===== src/rtl/axi_lite_pkg.sv =====
// Shared AXI4-Lite definitions: response codes, initiator FSM states and the
// exit-decoder address map.
package axi_lite_pkg;

   typedef enum logic [1:0] {
      OKAY   = 2'b00,
      EXOKAY = 2'b01,
      SLVERR = 2'b10,
      DECERR = 2'b11
   } resp_e;

   typedef enum logic [2:0] {
      IDLE,
      WRITE,
      WAIT_B,
      READ,
      WAIT_R
   } mst_state_e;

   localparam logic [31:0] EXIT_ADDR      = 32'h0000_0004;
   localparam logic [31:0] EXIT_ZERO_ADDR = 32'h0000_0010;

   // EXOKAY is folded into success; only SLVERR/DECERR report an error.
   function automatic logic resp_is_err(input logic [1:0] resp);
      return (resp == SLVERR) || (resp == DECERR);
   endfunction

endpackage


===== src/rtl/obi_axil_master.sv =====
// Single-outstanding bridge from the core's OBI-style data port to an
// AXI4-Lite manager port; one response pulse per granted request.
module obi_axil_master
   import axi_lite_pkg::*;
#(
   parameter int          ADDR_WIDTH = 32,
   parameter logic [2:0]  AXI_PROT   = 3'b000
) (
   input  logic                  s_axi_aclk,
   input  logic                  s_axi_aresetn,
   input  logic                  req_i,
   output logic                  gnt_o,
   input  logic [ADDR_WIDTH-1:0] addr_i,
   input  logic                  we_i,
   input  logic [3:0]            be_i,
   input  logic [31:0]           wdata_i,
   output logic                  rvalid_o,
   output logic [31:0]           rdata_o,
   output logic                  err_o,
   output logic [ADDR_WIDTH-1:0] m_axi_awaddr,
   output logic [2:0]            m_axi_awprot,
   output logic                  m_axi_awvalid,
   input  logic                  m_axi_awready,
   output logic [31:0]           m_axi_wdata,
   output logic [3:0]            m_axi_wstrb,
   output logic                  m_axi_wvalid,
   input  logic                  m_axi_wready,
   input  logic [1:0]            m_axi_bresp,
   input  logic                  m_axi_bvalid,
   output logic                  m_axi_bready,
   output logic [ADDR_WIDTH-1:0] m_axi_araddr,
   output logic [2:0]            m_axi_arprot,
   output logic                  m_axi_arvalid,
   input  logic                  m_axi_arready,
   input  logic [31:0]           m_axi_rdata,
   input  logic [1:0]            m_axi_rresp,
   input  logic                  m_axi_rvalid,
   output logic                  m_axi_rready
);

   mst_state_e            state_q, state_d;
   logic                  aw_done_q, w_done_q;
   logic [ADDR_WIDTH-1:0] addr_q;
   logic [31:0]           wdata_q;
   logic [3:0]            wstrb_q;
   logic                  aw_hs, w_hs, b_hs, ar_hs, r_hs;

   assign aw_hs = m_axi_awvalid & m_axi_awready;
   assign w_hs  = m_axi_wvalid  & m_axi_wready;
   assign b_hs  = m_axi_bvalid  & m_axi_bready;
   assign ar_hs = m_axi_arvalid & m_axi_arready;
   assign r_hs  = m_axi_rvalid  & m_axi_rready;

   assign m_axi_awaddr = addr_q;
   assign m_axi_araddr = addr_q;
   assign m_axi_wdata  = wdata_q;
   assign m_axi_wstrb  = wstrb_q;
   assign m_axi_awprot = AXI_PROT;
   assign m_axi_arprot = AXI_PROT;

   always_comb begin
      state_d      = state_q;
      gnt_o        = 1'b0;
      m_axi_bready = 1'b0;
      m_axi_rready = 1'b0;
      case (state_q)
         IDLE: begin
            // Gated by reset so gnt_o reads 0 while the bridge is held in reset.
            gnt_o = req_i & s_axi_aresetn;
            if (req_i) state_d = we_i ? WRITE : READ;
         end
         WRITE: begin
            if ((aw_done_q | aw_hs) && (w_done_q | w_hs)) state_d = WAIT_B;
         end
         WAIT_B: begin
            m_axi_bready = 1'b1;
            if (m_axi_bvalid) state_d = IDLE;
         end
         READ: begin
            if (ar_hs) state_d = WAIT_R;
         end
         WAIT_R: begin
            m_axi_rready = 1'b1;
            if (m_axi_rvalid) state_d = IDLE;
         end
         default: state_d = IDLE;
      endcase
   end

   always_ff @(posedge s_axi_aclk or negedge s_axi_aresetn) begin
      if (!s_axi_aresetn) begin
         state_q       <= IDLE;
         aw_done_q     <= 1'b0;
         w_done_q      <= 1'b0;
         addr_q        <= '0;
         wdata_q       <= '0;
         wstrb_q       <= '0;
         m_axi_awvalid <= 1'b0;
         m_axi_wvalid  <= 1'b0;
         m_axi_arvalid <= 1'b0;
         rvalid_o      <= 1'b0;
         rdata_o       <= '0;
         err_o         <= 1'b0;
      end else begin
         state_q  <= state_d;
         rvalid_o <= 1'b0;
         if (gnt_o) begin
            addr_q        <= addr_i;
            wdata_q       <= wdata_i;
            wstrb_q       <= be_i;
            m_axi_awvalid <= we_i;
            m_axi_wvalid  <= we_i;
            m_axi_arvalid <= ~we_i;
            aw_done_q     <= 1'b0;
            w_done_q      <= 1'b0;
         end
         // AW and W retire independently; either may finish first.
         if (aw_hs) begin
            m_axi_awvalid <= 1'b0;
            aw_done_q     <= 1'b1;
         end
         if (w_hs) begin
            m_axi_wvalid <= 1'b0;
            w_done_q     <= 1'b1;
         end
         if (ar_hs) m_axi_arvalid <= 1'b0;
         if (b_hs) begin
            rvalid_o <= 1'b1;
            rdata_o  <= '0;
            err_o    <= resp_is_err(m_axi_bresp);
         end
         if (r_hs) begin
            rvalid_o <= 1'b1;
            rdata_o  <= m_axi_rdata;
            err_o    <= resp_is_err(m_axi_rresp);
         end
      end
   end

endmodule


===== config.mk =====
export PLATFORM = sky130hd
export DESIGN_NAME = obi_axil_master
export DESIGN_NICKNAME = d
export VERILOG_FILES = /design/src/rtl/axi_lite_pkg.sv /design/src/rtl/obi_axil_master.sv
export SDC_FILE = /design/constraint.sdc
export NUM_CORES = 1
export LEC_CHECK = 0
export BUFFER_PORTS_ARGS = -buffer_cell sky130_fd_sc_hd__buf_2
export CORE_UTILIZATION = 45
export DETAILED_ROUTE_END_ITERATION = 7
export GPL_ROUTABILITY_DRIVEN = 0
export PLACE_DENSITY = 0.79
export SETUP_SLACK_MARGIN = 0.05
export SYNTH_ARGS = -nofsm -noshare
export SYNTH_HDL_FRONTEND = slang
export SYNTH_SLANG_ARGS = --single-unit

===== constraint.sdc =====
create_clock -name s_axi_aclk -period 1.8 [get_ports s_axi_aclk]
set_input_delay 0.36 -clock s_axi_aclk [delete_from_list [all_inputs] [get_ports s_axi_aclk]]
set_output_delay 0.36 -clock s_axi_aclk [all_outputs]
set_load 0.01 [all_outputs]

* Word-level counts from Yosys, hierarchy flattened
Index checks and enable logic that the tools add are counted.
Word-level totals: register bits 110, input port bits 113, ROM bits 0, memories kept 0, word-level logic and storage cells 67, bits in writable memories 0, latch bits 0
Cells by class: shift operators 0, divide/modulo/power cells 0, reductions and logical operators 9, bitwise operators 9, magnitude comparators 0, add/subtract/negate cells 0, mux-type cells 24, $mul 0, equal/unequal tests 13
Operator list (count):
- $mux 32 | 2
- $mux 1 | 15
- $mux 3 | 5
- $pmux 3 s5 | 1
- $ne 2x2->1 const B | 5
- $eq 2x2->1 const B | 4
- $reduce_bool 2->1 | 4
- $and 1x1->1 | 6
- $eq 3x2->1 const B | 2
- $reduce_and 5->1 | 1
- $eq 3x1->1 const B | 1
- $eq 3x3->1 const B | 1
- $logic_not 3->1 | 1
- $logic_or 1x1->1 | 2
- $mux 2 | 1
- $or 1x1->1 | 2
- $logic_and 1x1->1 | 1
- $not 1->1 | 1

* Depth between registers and ports, before layout
Gate-level depths: netlist of run 1.
depth after elaboration 5, depth in mapped cells 6, depth with buffers taken out 4

* Worst setup path after synthesis of run 1
No wires, ideal clock.
path type register to register, from register state_q[1], to register addr_q[17] (netlist: m_axi_araddr[17]), required time 1.675 ns, stages on the path, launching flop included 7, clock period less this slack 1.647 ns, setup time 0.125 ns, slack 0.153 ns, arrival time 1.522 ns, path through dfrtp_1 > buf_6 > nor4b_4 > nand2_2 > clkinv_4 > buf_12 > mux2_4
Between the ends: word-level cells in the longest chain between the ends 2
Ends and longest elaborated chain:
- start: declaration | line obi_axil_master.sv:41 | mst_state_e state_q, state_d;
- start signal: assignment | line obi_axil_master.sv:105 | state_q <= state_d;
- $logic_not 3->1 | line obi_axil_master.sv:66 | case (state_q)
- $mux 1 | line obi_axil_master.sv:66
- net gnt_o | line obi_axil_master.sv:12 | output logic gnt_o,
- end signal: assignment | line obi_axil_master.sv:108 | addr_q <= addr_i;
- end: declaration | line obi_axil_master.sv:43 | logic [ADDR_WIDTH-1:0] addr_q;
The timed path passes the listed nets, and every way through them passes these cells. A chain may end at the register's enable or synchronous reset.

* Worst setup path after layout of run 1
from register state_q[1], to output port gnt_o
Between the ends: word-level cells in the longest chain between the ends 2
Ends and longest elaborated chain (line):
- $logic_not 3->1 | obi_axil_master.sv:66
- $mux 1 | obi_axil_master.sv:66
- end: declaration | obi_axil_master.sv:12
No other way between the ends.

==> results of run 1 <==
-- layout by cell type (no fill, tap or decap), types with 2 or more instances in the layout --
cell       instances
a211oi_1           2
a21oi_1            4
a22o_1            34
buf_12             3
buf_2            248
buf_4             17
buf_6              4
buf_8             12
clkbuf_1           3
clkbuf_16          2
clkbuf_8          11
conb_1             6
dfrtp_1          110
inv_1              2
mux2_4            68
nand3_1            3
nor3b_2            2
-- per-stage QoR --
stage	setup TNS [ns]	hold WS (ns)	instance area [sq um]	total power, mW
after detailed placement	0	0.210	5990	8.55
after global placement	0	0.208	5990	8.41
final	-0.375	0.153	6430	10.1
after global routing	-3.64	0.186	6430	10.6
after CTS	-2.23	0.157	6230	9.99
after floorplan	0	0.0644	4840	7.25
-- worst reg2reg max path: cells and delay by family (launching register included) --
family | cells | cell delay, ns
flops | 1 | 0.41
mux | 1 | 0.29
simple gates | 2 | 0.49
buf+inv | 4 | 0.52
-- metal layers --
metal  global-route usage  routed length (microns)
met5                    0                        0
met4               0.0775                      150
met2                0.320                     5400
met3               0.0309                      593
met1                0.239                     4590
-- registers in the layout (all words and copies together), names as in the netlist --
name and count:
m_axi_araddr 32, m_axi_wdata 32, rdata_o 32, m_axi_wstrb 4
state_q 3, aw_done_q 1, err_o 1, m_axi_arvalid 1
m_axi_awvalid 1, m_axi_wvalid 1, rvalid_o 1, w_done_q 1
-- logic make-up (layout without fill, tap and decap cells) --
family | Yosys count | in the layout | synth area share
simple gates | 18 | 18 | 0.0304
other cells | 1 | 6 | 0.000778
buf+inv | 57 | 305 | 0.104
flops | 110 | 110 | 0.571
mux | 68 | 68 | 0.212
compound gates | 46 | 46 | 0.0818
-- worst max path at each step --
stage	startpoint	slack (ns)	end
2_1_floorplan	state_q[1]	0.15	m_axi_araddr[17]
3_5_place_dp	state_q[1]	0.13	m_axi_wvalid
4_1_cts	state_q[2]	-0.09	gnt_o
3_3_place_gp	state_q[1]	0.17	gnt_o
6_report	state_q[1]	-0.07	gnt_o
5_1_grt	state_q[1]	-0.16	gnt_o
-- cell type report --
class	instances	area [sq um]
clock buffer	14	163
clock inverter	1	5.00
fill	805	3940
inverter	3	23.8
multi-input combinational	138	1600
sequential	110	2750
tap	136	170
timing repair buffer	287	1710
-- timing repair --
item                                    in CTS  in global routing
endpoints found under the setup margin       3                 70
hold buffers                                 1                  0
gates resized for setup                      5                 30
gates cloned                                 0                  2
setup buffers                                5                  4
pin swaps                                    3                  2
endpoints found under the hold margin        5                  0
-- report_power, final --
| part | total (mW) | internal (mW) | switching, mW |
|---|---|---|---|
| Clock | 1.32 | 0.573 | 0.743 |
| Sequential | 4.13 | 3.45 | 0.677 |
| Combinational | 4.63 | 2.66 | 1.97 |
| Total | 10.1 | 6.69 | 3.39 |
==> metrics.md, run 1 <==
| Metric | Value |
|---|---|
| Initial Util | 0.465 |
| Area growth syn-to-layout | 33.5% |
| Global-route wire length before repair | 16,300 microns |
| Critical-path cell list | nor4b_4, nand2_2, clkinv_8, buf_6, buf_6 |
| Routed Antenna Nets | 0 |
| Status | complete, but fails checks |
| Drc violations | 0 |
| Synth area leaders | dfrtp_1, mux2_4, a22o_1, buf_4, buf_12 |
| PwrDens | 1570 nW/um^2 |
| Final design utilization | 0.620 |
| Worst Setup Start Kind | flop |
| Avg WL per Cell | 15.6 microns |
| Yosys reg bits | 110 |
| TritonCTS clock tree | yes |
| Max clock buf depth | 2 |
| CP bufs+invs | 3 |
| Failing checks | negative setup slack |
| Reg2reg setup slack | -0.03 ns |
| Pre-Repair DR Iteration Count | 4 |
| Post-DP HPWL | 7540 microns |
| Die W | 105 microns |
| Number of I/O pins | 259 |
| Final hold vios | 0 |
| Critical Path Fanout Max | 3 |
| Worst Tran Pin Value | 0.531 ns |
| Register area share after synthesis | 0.571 |
| Req. time, crit path | ~1.4 ns |
| R2R Path Start | state_q[1] |
| Worst reg2reg path depth | 7 |
| Clock Skews | approximately 0.0086 ns |
| Vias in the first global route | ~3.3k |
| Top cells by count, synth | dfrtp_1, mux2_4, buf_4, a22o_1 |
| Pleak | 3.48 nW |
| RSZ-0062 raised after global routing | yes |
| Peak VDD IR | 0.000846 V |
| Crit-path leading delay family | simple AND/OR/NAND/NOR gates |
| Cts bufs inserted | 9 |
| Max Fclk | about 0.54 GHz |
| H-tree depth | 3 |
| # rows | 37 |
| Most common cell in the netlist | dfrtp_1 |
| Pins Over Slew Limit | 0 |
| Count of final setup violators | 17 |
| Critical Path Stages | 5 |
| Vias after detailed routing | approximately 3.4k |
| Most used cell, CP | buf_6 |
| Unique masters post-synth | 33 |
| Placed Cells | 662 |
| Layout cell share with drive strength beyond 1 | 0.676 |
| Port Buf Inserts | 250 |
| Minimum clock period after layout | 1.87 ns |
| Die Ht | 105 microns |
| Synthesis Warnings | 0 |
| Largest net degree at the start of global routing | 106 |
| Die area | 11,100 sq um |
| Relative slew margins | 0.646 |
| Final Cycle Share | 1.04 |
| Global route overflow | 0 |
| Core area | a little over 10,000 sq um |
| Iteration-0 DRC Markers | 123 |
| R2r endpoint | m_axi_araddr[10] |
| Cell area after synthesis | 4820 sq um |
| Yosys top cell by area | dfrtp_1 |
| Max incr delay on CP | 0.41 ns |
| Top FF cell, synth | dfrtp_1 |
| Antenna cells | 0 |
| Initial antenna violation count | 0 |
| CTS Root Cell | clkbuf_8 |
| Max Cap Violations | 0 |
| Non-filler cells, final | 689 |
| Num Clock Sinks | 110 |
| Top-area cell type share of the netlist area | 0.571 |
| Clock latency on the worst-skew pair | 0.36 ns |
| Final setup margin | -0.0681 ns |
| Wirelength, routed | 10,700 microns |
| Ys async rst share | 1.00 |
| Nets | 662 |
| HP Class | primary input to async pin |
| Syn Area/Cell | 16.1 sq um |
| Post-synth EDFFs | 0 |
| Setup CP Type | flop to output port |
| DR vias/cell | 4.87 |
| WP data arrival | 1.51 ns |
| Pre-CTS WS | 0.129 ns |
| Critical path's slowest cell | dfrtp_1 |
| Global-route usage over all layers | 0.188 |
| Cells after Synth | 300 |
| Element type at the critical path end | output port |
| Clock-pin slew on the worst setup and hold paths | 0.10 ns |
No activity file was read; power rests on OpenSTA's default activity.
==> run 2: changes to the inputs <==
- ABC_AREA: unset -> 1
- CORE_UTILIZATION: 45 -> 44
==> metrics.md, run 2 <==
| Metric | Value |
|---|---|
| Status | complete, no violations |
| Ys async rst share | 1.00 (unchanged) |
| Drc violations | 0 (unchanged) |
| Final hold vios | 0 (unchanged) |
| Pre-CTS WS | 0.150 ns (+0.0212 ns) |
| Most frequent cells in the layout | nand2_1, buf_2, dfrtp_1 |
| Port Buf Inserts | 250 (unchanged) |
| Synthesis Warnings | 0 (unchanged) |
| Critical-path cell list | nor2_4, nand4_4, inv_2, buf_2 |
| Post-route cell area | 5910 sq um (-8.1%) |
| Top-area cell type share of the netlist area | 0.600 (+0.0285) |
| Dpl cell area | 5660 sq um (-5.5%) |
| Pre-Repair DR Iteration Count | 5 (+1) |
| Pleak | 3.70 nW (+6.5%) |
| Most common cell in the netlist | nand2_1 |
| Global-route wire length before repair | 17,400 microns (+6.9%) |
| Die W | 104 microns (-1.3%) |
| H-tree depth | 3 (unchanged) |
| Setup_tns | 0 ns (+0.375 ns) |
| Max incr delay on CP | 0.48 ns (+0.07 ns) |
| Clock latency on the worst-skew pair | 0.36 ns (about the same) |
| Setup CP Type | flop to output port |
| Iteration-0 DRC Markers | 226 (+84%) |
| Cts bufs inserted | 9 (unchanged) |
| Initial Util | 0.461 (-0.00362) |
| Die area | 10,800 sq um (-2.5%) |
| Relative slew margins | 0.588 (-0.0573) |
| Nets | 858 (+30%) |
| Peak VDD IR | 0.000694 V (-18%) |
| HP Class | primary input to async pin |
| Most common cell after layout, fill and taps aside | nand2_1 |
| Vias in the first global route | 3,782 (+16%) |
| Unique masters post-synth | 18 (-45%) |
| Cells after Synth | 532 (+77%) |
| Vias after detailed routing | 4,029 (+20%) |
| Wirelength, routed | 10,700 microns (-0.14%) |
| Element type at the critical path end | output port |
| Largest net degree at the start of global routing | 111 (+4.7%) |
| Worst Setup Start Kind | flop |
| Global route overflow | 0 (unchanged) |
| Routed Antenna Nets | 0 (unchanged) |
| Critical Path Fanout Max | 6 (+3) |
| Final setup margin | 0.140 ns (+0.209 ns) |
| Top FF cell, synth | dfrtp_1 |
| Synth area leaders | dfrtp_1, nand2_1, buf_4, nand3_1, buf_6 |
| Global-route usage over all layers | 0.201 (+0.0125) |
| Register area share after synthesis | 0.600 (+0.0285) |
| Cell area after synthesis | 4590 sq um (-4.8%) |
| Avg WL per Cell | 12.1 microns (-22%) |
| Req. time, crit path | 1.44 ns (about the same) |
| # rows | 36 (-2.7%) |
| Minimum clock period after layout | 1.66 ns (-0.209 ns) |
| TritonCTS clock tree | yes |
| Post-synth EDFFs | 0 (unchanged) |
| Die Ht | 104 microns (-1.3%) |
| PwrDens | 1670 nW/um^2 (+6.5%) |
| Top cells by count, synth | nand2_1, dfrtp_1, buf_4, nand3_1 |
| Clock-pin slew on the worst setup and hold paths | 0.10 ns (about the same) |
| Critical path's slowest cell | dfrtp_2 |
| Yosys reg bits | 110 (unchanged) |
| Final Cycle Share | 0.922 (-0.116) |
| WP data arrival | 1.30 ns (-0.21 ns) |
| Initial antenna violation count | 0 (unchanged) |
| CP bufs+invs | 2 (-1) |
| CTS Root Cell | clkbuf_8 |
| Post-DP HPWL | 7650 microns (+1.5%) |
| Num Clock Sinks | 110 (unchanged) |
| Max Fclk | 0.603 GHz (+13%) |
| DR vias/cell | 4.56 (-6.4%) |
| Antenna cells | 0 (unchanged) |
| Max Cap Violations | 0 (unchanged) |
| Syn Area/Cell | 8.62 sq um (-46%) |
| Crit-path leading delay family | flip-flops |
| Yosys top cell by area | dfrtp_1 |
| Layout cell share with drive strength beyond 1 | 0.376 (-0.300) |
| Max clock buf depth | 2 (unchanged) |
| RSZ-0062 raised after global routing | no |
| Core area | 9950 sq um (-4.0%) |
| Number of I/O pins | 259 (unchanged) |
| Count of final setup violators | 0 (-17) |
| Worst Tran Pin Value | 0.617 ns (+0.0860 ns) |
| Clock Skews | 0.00611 ns (-0.00246 ns) |
| Hold WS | 0.0972 ns (-0.0558 ns) |
| Pins Over Slew Limit | 0 (unchanged) |
| Area growth syn-to-layout | 28.7% |
run 2: cell types whose count changed in the layout (fill, tap and decap cells not counted), sizes merged, moves of 2 or more:
cell / delta
a211oi: -2
a21oi: -4
a22o: -34
buf: -28
bufinv: +2
clkbuf: -5
inv: +9
mux2: -68
nand2: +321
nand3: +10
nor2: +5
nor3: +2
nor3b: -3
o21ai: +2
run 2: logic make-up (layout without fill, tap and decap cells):
family                 count (synthesis)  count (layout)  share of synthesized area
AO/OA/AOI/OAI                          3               3                    0.00327
buffers and inverters                 70             283                      0.100
flip-flops                           110             110                      0.600
other                                  1               6                   0.000817
AND/OR/NAND/NOR                      348             348                      0.296
run 2: cell type report:
cell class,count,area [sq um]
clock buffers,11,141
clock inverters,5,82.6
fillers,936,4050
inverters,11,41.3
multi-input cells,357,1410
flip-flops and latches,110,2760
well taps,133,166
repair buffers,256,1310
run 2: path summary, 6_finish.rpt:
check	start	end	slack, ns	cells after the start
max reg2reg	state_q[2]	m_axi_awvalid	0.20	6
min	s_axi_aresetn	state_q[2]	0.1	2
max in group asynchronous	s_axi_aresetn	m_axi_wvalid	1.29	2
min in group s_axi_aclk	wdata_i[24]	m_axi_wdata[24]	0.18	3
min reg2reg	rdata_o[9]	rdata_o[9]	0.47	2
max	state_q[1]	gnt_o	0.14	4
run 2: timing repair:
item	4_1_cts	5_1_grt
pin swaps	1	0
resized for setup	1	2
setup buffers	2	0
endpoints found under the setup margin	1	5
hold buffers	0	0
run 2: through the flow:
| stage | total power, mW | instances | util |
|---|---|---|---|
| CTS | 9.96 | 883 | 0.593 |
| global placement | 8.13 | 865 | 0.569 |
| global route | 10.6 | 883 | 0.593 |
| floorplan | 6.88 | 537 | - |
| finish | 9.86 | 883 | 0.593 |
| detailed placement | 8.28 | 865 | 0.569 |
run 2: routing by layer:
metal,GRT usage,wire (microns)
met5,0,0
met4,0.0878,303
met3,0.0414,661
met2,0.350,5360
met1,0.240,4400
run 2: worst register-to-register path, cell delays in order (launching register included):
cell	delay (ns)
dfrtp_1	0.47
inv_2	0.09
nand4_4	0.08
buf_4	0.12
buf_4	0.50
nand3_1	0.17
nand2_1	0.10
run 2: power by group:
group | leakage, nW | internal, mW | switching, mW
clock network | 0.113 | 0.826 | 0.803
registers | 1.42 | 3.56 | 0.676
logic | 2.17 | 1.63 | 2.37
